File: config.mk
export PLATFORM = sky130hd
export DESIGN_NAME = branch_resolve_unit
export DESIGN_NICKNAME = d
export VERILOG_FILES = /design/src/rtl/branch_resolve_unit.sv
export SDC_FILE = /design/constraint.sdc
export NUM_CORES = 1
export LEC_CHECK = 0
export ABC_AREA = 1
export BUFFER_PORTS_ARGS = -buffer_cell sky130_fd_sc_hd__buf_2
export CORE_UTILIZATION = 45
export CTS_CLUSTER_DIAMETER = 120
export CTS_CLUSTER_SIZE = 16
export DETAILED_ROUTE_END_ITERATION = 7
export GPL_TIMING_DRIVEN = 0
export HOLD_SLACK_MARGIN = 0.03
export SLEW_MARGIN = 25
export SYNTH_ARGS = -nofsm -noshare
export SYNTH_HDL_FRONTEND = slang
export SYNTH_SLANG_ARGS = --single-unit
File: constraint.sdc
create_clock -name clk -period 3.95 [get_ports clk]
set_input_delay 0.5925 -clock clk [delete_from_list [all_inputs] [get_ports clk]]
set_output_delay 0.5925 -clock clk [all_outputs]
set_load 0.005 [all_outputs]
File: src/rtl/branch_resolve_unit.sv
// EX-stage branch resolution: compares the predicted and actual direction, issues a registered
// redirect with a recovered GHR, and queues each outcome for the gshare PHT update port.
module branch_resolve_unit #(
  parameter int GHR_WIDTH  = 20,
  parameter int FIFO_DEPTH = 4,
  parameter int CNT_WIDTH  = 32
) (
  input  logic                 clk,
  input  logic                 rst_n,
  input  logic                 branchE,
  input  logic                 pred_takeE,
  input  logic                 actual_takeE,
  input  logic                 stallE,
  input  logic                 flushE,
  input  logic [31:0]          pcE,
  input  logic [31:0]          targetE,
  output logic                 stall_req,
  output logic                 redirect_valid,
  output logic [31:0]          redirect_pc,
  output logic [GHR_WIDTH-1:0] ghr_recover,
  output logic                 upd_valid,
  input  logic                 upd_ready,
  output logic [31:0]          upd_pc,
  output logic [GHR_WIDTH-1:0] upd_ghr,
  output logic                 upd_taken,
  output logic [CNT_WIDTH-1:0] br_count,
  output logic [CNT_WIDTH-1:0] mp_count,
  output logic                 overflow
);

  localparam int AW = $clog2(FIFO_DEPTH);

  logic [AW:0]           r_wptr;
  logic [AW:0]           r_rptr;
  logic [31:0]           r_memPc    [FIFO_DEPTH];
  logic [GHR_WIDTH-1:0]  r_memGhr   [FIFO_DEPTH];
  logic                  r_memTaken [FIFO_DEPTH];
  logic [GHR_WIDTH-1:0]  r_ghr;
  logic [GHR_WIDTH-1:0]  r_ghrRecover;
  logic                  r_redirectValid;
  logic [31:0]           r_redirectPc;
  logic [CNT_WIDTH-1:0]  r_brCount;
  logic [CNT_WIDTH-1:0]  r_mpCount;
  logic                  r_overflow;

  logic                  w_full;
  logic                  w_empty;
  logic                  w_res;
  logic                  w_mp;
  logic                  w_pop;
  logic                  w_push;
  logic [GHR_WIDTH-1:0]  w_ghrNext;

  assign w_empty   = (r_wptr == r_rptr);
  assign w_full    = (r_wptr[AW-1:0] == r_rptr[AW-1:0]) && (r_wptr[AW] != r_rptr[AW]);
  assign stall_req = w_full & branchE & ~upd_ready;

  // stall_req reaches us back as stallE; if the hazard unit ignores it the branch still
  // resolves and the queue entry is dropped (recorded in overflow).
  assign w_res     = branchE & ~stallE & ~flushE;
  assign w_mp      = w_res & (pred_takeE != actual_takeE);
  assign w_pop     = ~w_empty & upd_ready;
  assign w_push    = w_res & (~w_full | w_pop);
  assign w_ghrNext = {r_ghr[GHR_WIDTH-2:0], actual_takeE};

  always_ff @(posedge clk or negedge rst_n) begin
    if (!rst_n) begin
      r_wptr <= '0;
      r_rptr <= '0;
      for (int i = 0; i < FIFO_DEPTH; i++) begin
        r_memPc[i]    <= '0;
        r_memGhr[i]   <= '0;
        r_memTaken[i] <= 1'b0;
      end
    end else begin
      if (w_push) begin
        r_memPc[r_wptr[AW-1:0]]    <= pcE;
        r_memGhr[r_wptr[AW-1:0]]   <= r_ghr;
        r_memTaken[r_wptr[AW-1:0]] <= actual_takeE;
        r_wptr <= r_wptr + {{AW{1'b0}}, 1'b1};
      end
      if (w_pop) begin
        r_rptr <= r_rptr + {{AW{1'b0}}, 1'b1};
      end
    end
  end

  always_ff @(posedge clk or negedge rst_n) begin
    if (!rst_n) begin
      r_ghr           <= '0;
      r_ghrRecover    <= '0;
      r_redirectValid <= 1'b0;
      r_redirectPc    <= '0;
      r_overflow      <= 1'b0;
    end else begin
      r_redirectValid <= w_mp;
      if (w_res) begin
        r_ghr <= w_ghrNext;
      end
      if (w_mp) begin
        r_ghrRecover <= w_ghrNext;
        r_redirectPc <= actual_takeE ? targetE : (pcE + 32'd8);
      end
      if (w_res && w_full && !w_pop) begin
        r_overflow <= 1'b1;
      end
    end
  end

  // Statistics counters stick at all-ones instead of wrapping.
  always_ff @(posedge clk or negedge rst_n) begin
    if (!rst_n) begin
      r_brCount <= '0;
      r_mpCount <= '0;
    end else begin
      if (w_res && (r_brCount != {CNT_WIDTH{1'b1}})) begin
        r_brCount <= r_brCount + {{(CNT_WIDTH-1){1'b0}}, 1'b1};
      end
      if (w_mp && (r_mpCount != {CNT_WIDTH{1'b1}})) begin
        r_mpCount <= r_mpCount + {{(CNT_WIDTH-1){1'b0}}, 1'b1};
      end
    end
  end

  assign redirect_valid = r_redirectValid;
  assign redirect_pc    = r_redirectPc;
  assign ghr_recover    = r_ghrRecover;
  assign upd_valid      = ~w_empty;
  assign upd_pc         = r_memPc[r_rptr[AW-1:0]];
  assign upd_ghr        = r_memGhr[r_rptr[AW-1:0]];
  assign upd_taken      = r_memTaken[r_rptr[AW-1:0]];
  assign br_count       = r_brCount;
  assign mp_count       = r_mpCount;
  assign overflow       = r_overflow;

endmodule

Word-level counts from Yosys, hierarchy flattened
Index checks and enable logic that the tools add are counted.
Storage, ports and cells
  bits in registers: 356
  bits of input ports: 72
  output and inout bits: 173
Operators by class
  $add $sub $neg: 5
  order comparisons: 3
  equality and inequality tests: 6
  mux-type cells: 19
  bitwise operators: 15
  reduce and logical (&&, ||, !) cells: 7
Operator list (number)
  bitwise mux 128 bit: 1
  2-to-1 mux 32 bit: 4
  bitwise mux 80 bit: 1
  adder 32 x 1 -> 32 bit, second input constant: 2
  binary-select mux 32 bit (select 2 bit): 1
  demux 32 bit (select 2 bit): 1
  inequality test 32 bit, second input constant: 2
  2-to-1 mux 20 bit: 3
  binary-select mux 20 bit (select 2 bit): 1
  demux 20 bit (select 2 bit): 1
  adder 32 x 4 -> 32 bit, second input constant: 1
  bitwise AND 1 bit: 7
  adder 3 x 1 -> 3 bit, second input constant: 2
  greater-or-equal comparator 3 bit, second input constant: 2
  logical AND 1 bit: 6
  NOT 2 -> 3 bit: 2
  NOT 1 bit: 5
  bitwise mux 4 bit: 1
  equality test 3 bit: 1
  less-than comparator 3 x 1 -> 1 bit, second input constant: 1
  2-to-1 mux 1 bit: 3
  binary-select mux 1 bit (select 2 bit): 1
  demux 1 bit (select 2 bit): 1
  equality test 2 bit: 1
  3 further kinds: 4

Logic depth before layout (Yosys ltp)
  depth after elaboration: 6
  gate-level depth with buffers: 12
  gate-level depth less buffers: 10

Worst setup path after synthesis
OpenSTA, ideal clock, no wires.
  kind: register -> output
  start: register r_rptr[1]
  end: output stall_req
  arrival time: 1343 ps
  required time: 3357 ps
  slack: 2014 ps
  cell stages (with the launch flop): 11
  cells stage by stage: dfrtp_1 > buf_4 > inv_4 > nand2_1 > nand2_1 > nand3_1 > nor2_1 > nand2_1 > buf_6 > buf_2 > nor2_1
Between the ends
  word-level cells in the longest chain between the ends: 4
RTL lines
  start, declared: line 34  | logic [AW:0] r_rptr;
  start signal, assigned: line 83  | r_rptr <= r_rptr + {{AW{1'b0}}, 1'b1};
  equality test 2 bit: line 55  | assign w_full = (r_wptr[AW-1:0] == r_rptr[AW-1:0]) && (r_wptr[AW] != r_rptr[AW]);
  logical AND 1 bit: line 55
  bitwise AND 1 bit (2 in series): line 56  | assign stall_req = w_full & branchE & ~upd_ready;
  end, declared: line 17  | output logic stall_req,
Every way passes these cells.

Worst setup path in the final report
  start: register r_rptr[0]
  end: output upd_pc[12]
Between the ends
  word-level cells in the longest chain between the ends: 4
RTL lines
  NOT 2 -> 3 bit (implied by the code): line 129  | assign upd_pc = r_memPc[r_rptr[AW-1:0]];
  binary-select mux 32 bit (select 2 bit): line 129
  2-to-1 mux 32 bit (implied by the code) (2 in series): line 129
  end, declared: line 23  | output logic [31:0] upd_pc,
Every way passes these cells. The select of a mux whose other input is x is not followed.

==> results.toml <==
[clocking]
htreeDepth = 1
cts_sinks = 356
clk_latency_ns = 0.58
cts_setup_buffers = 0
clockRootBuffer = "clkbuf_16"
cts_tree = "yes"
clk_pin_slew_ns = 0.07
cts_inserted_buffers = 26
clock_path_buffers = 3

[power]
comb_power_share_pct = 39.8
power-per-cell-area_nw_per_um2 = 646.5
finalPower_uw = 13680
clkPwrFrac_pct = 18.3
power.internal_uw = 7958
switchingPower_uw = 5725
p_leak_uw = 0.01053
ir_drop_mv = 0.3865
seqPwrFrac_pct = 41.8
p_sw_share_pct = 41.84

[sta]
setup_viol = 0
slew_headroom_pct = 46.77
hold_viol = 0
maxSlewViolCount = 0
timing.fmax_ghz = 0.2822
rsz0062_at_grt = "no"
worstMarginPinSlew_ns = 0.7984
finClkSkew_ns = 0.01437
final.period_utilization_pct = 89.70
timing.hold.ws_ns = 0.2371
timing.setup.tns_ns = 0
fin_crit_ns = 3.543

[synthesis]
synth_xor_area_share_pct = 1.603
async_reset_ff_share_pct = 100.0
ys_seq_area_share_pct = 47.95
syn_avg_cell_area_sq_um = 7.489
ys.warnings.count = 0
yosys.area_share.simple_pct = 36.14
synth_enable_flop_cells = 0
yosysTopAreaCell = "dfrtp_1"
yosysUniqueCellTypes = 33
synth_top_family_by_area = "simple AND/OR/NAND/NOR gates"
synth_fp_nets = 2561
ys_ff_latch = 356
synth_top_cell_area_share_pct = 47.95
synth_area_leaders = "dfrtp_1 48%, nand2_1 19%, nand4_1 7.3%"
synthesis.area_sq_um = 18580
synth_flop_cell = "dfrtp_1"
muxShareOfSynthArea_pct = 0
synth-adder-area-share_pct = 0.5388
synth_compound_area_share_pct = 7.650
synth_cells = 2481

[die]
start_util_pct = 45.61
rows = 74
die-width_um = 205.2
io_pins = 245
die-area_sq_um = 42100
die_y_um = 205.2
coreArea_sq_um = 40740

[run_status]
status = "finished clean"

[setup_path]
worstSetupStartpointType = "flip-flop"
arrival_ns = 2.95
reg2reg_from = "r_rptr[0]$_DFFE_PN0P_"
critPathLaunch = "r_rptr[0]$_DFFE_PN0P_"
required_ns = 3.36
critical_path_class = "flip-flop to primary output"
worstPathMaxFanout = 10
end_kind = "primary output"

[layout]
drive_gt1_share_pct = 12.58
layout_common_cells = "963 x nand2_1, 356 x dfrtp_1, 295 x nor2_1"
fin_area_sq_um = 21160
final_common_cell = "nand2_1"
finalNonFillerCells = 3267
n_antenna_cell = 0
fin_nets = 2815
area_delta_synth_final_pct = 13.91

[route]
drt_iter0_markers = 1628
wl_per_cell_um = 19.34
drc = 0
vias = 18250
dr.pass1.iters = 8
drtAntennaViolNets = 0
wl_um = 63180
viasPerCell = 5.587

[global_route]
grt_pass1_vias = 17340
grt_pass1_wl_um = 98440
antenna_found_initial = 0
grt_max_degree = 89
track_usage_pct = 30.09
overflow = 0

[placement]
routabilityCongestion = 0.9208
dpl_cell_area_sq_um = 20470
dp_cells = 3238
dp_hpwl_um = 45620
io_buffer_count = 221

[worst_hold_path]
hold_start = "pred_takeE"
hold_path_class = "primary input to flip-flop"

[job]
cap_violations = 0
[cell type report]
cell class / count / area, sq um
inverter: 70 / 265.3
clock inverter: 2 / 32.53
fill: 4095 / 19580
tap: 532 / 665.6
timing repair buffer: 226 / 1236
buffer: 182 / 870.8
multi-input combinational: 1873 / 8534
clock buffer: 26 / 650.6
sequential: 356 / 8909
[worst paths after layout]
kind	endpoint	slack [ns]	cells past startpoint
max	upd_pc[12]	0.41	7
min	ghr_recover[0]$_DFFE_PN0P_	0.24	2
max reg2reg	r_memGhr[21]$_DFFE_PN0P_	1.67	10
min reg2reg	r_memGhr[49]$_DFFE_PN0P_	0.47	2
max in group asynchronous	r_ghr[8]$_DFFE_PN0P_	2.18	4
min in group asynchronous	redirect_pc[21]$_DFFE_PN0P_	0.56	2
[power by group through the flow]
stage,registers (uW),clock network (uW),logic [uW]
after floorplan,5560,0,3170
after global placement,5730,0,5290
after detailed placement,5750,0,5400
after CTS,5700,2560,5410
after global routing,5870,2670,6040
final,5730,2510,5450
[timing repair]
item | in CTS | in global routing
gates resized for setup | 0 | 0
hold buffers | 1 | 0
hold endpoints to repair | 62 | 0
[cells by family (layout without fill, tap and decap cells)]
logic type               count (synthesis)  after routing
buffers and inverters                  252            506
AND/OR/NAND/NOR                       1565           1565
flip-flops                             356            356
AO/OA/AOI/OAI                          266            266
XOR/XNOR                                34             34
adder cells (fa/ha/maj)                  8              8
[synthesized netlist by cell type (9+ instances only)]
cell type  count
buf_2         44
o22ai_1       53
nand3_1       33
buf_4         21
nand2_1      963
nand3b_1      37
buf_1          9
xnor2_1       16
dfrtp_1      356
clkbuf_1     100
nand4_1      218
a21oi_1       27
xor2_1        18
o21ai_0      173
nor2_1       295
inv_1         67
[critical path, cell delays in order (launching register included)]
cell      delay (ns)
dfrtp_1         0.38
buf_2           0.23
inv_2           0.25
buf_2           0.32
clkbuf_1        0.55
nor2_1          0.09
o22ai_1         0.35
buf_2           0.18
[per-stage QoR]
step	setup WS, ns	util [%]
global placement	-4.901	49.95
CTS	0.4614	51.95
floorplan	2.014	-
finish	0.4068	51.95
global route	0.3326	51.95
detailed placement	1.088	50.25
[registers in the layout, summed over array words and instances, names as in the netlist, 3 cells and up]
register and cells:
br_count 32, ghr_recover 20, mp_count 32, r_ghr 20, r_memGhr 80, r_memPc 128, r_memTaken 4, r_rptr 3
r_wptr 3, redirect_pc 32
[layer usage]
metal / up-vias / part of all wire, % / routed length, um / GRT usage [%]
li1: 8632 / - / - / -
met1: 8835 / 44 / 27990 / 42.36
met3: 104 / 6.9 / 4350 / 4.530
met2: 681 / 46 / 28810 / 47.72
met5: - / 0 / 0 / 0
met4: 0 / 3.2 / 2030 / 9.206
(Power assumes the default switching activity.)
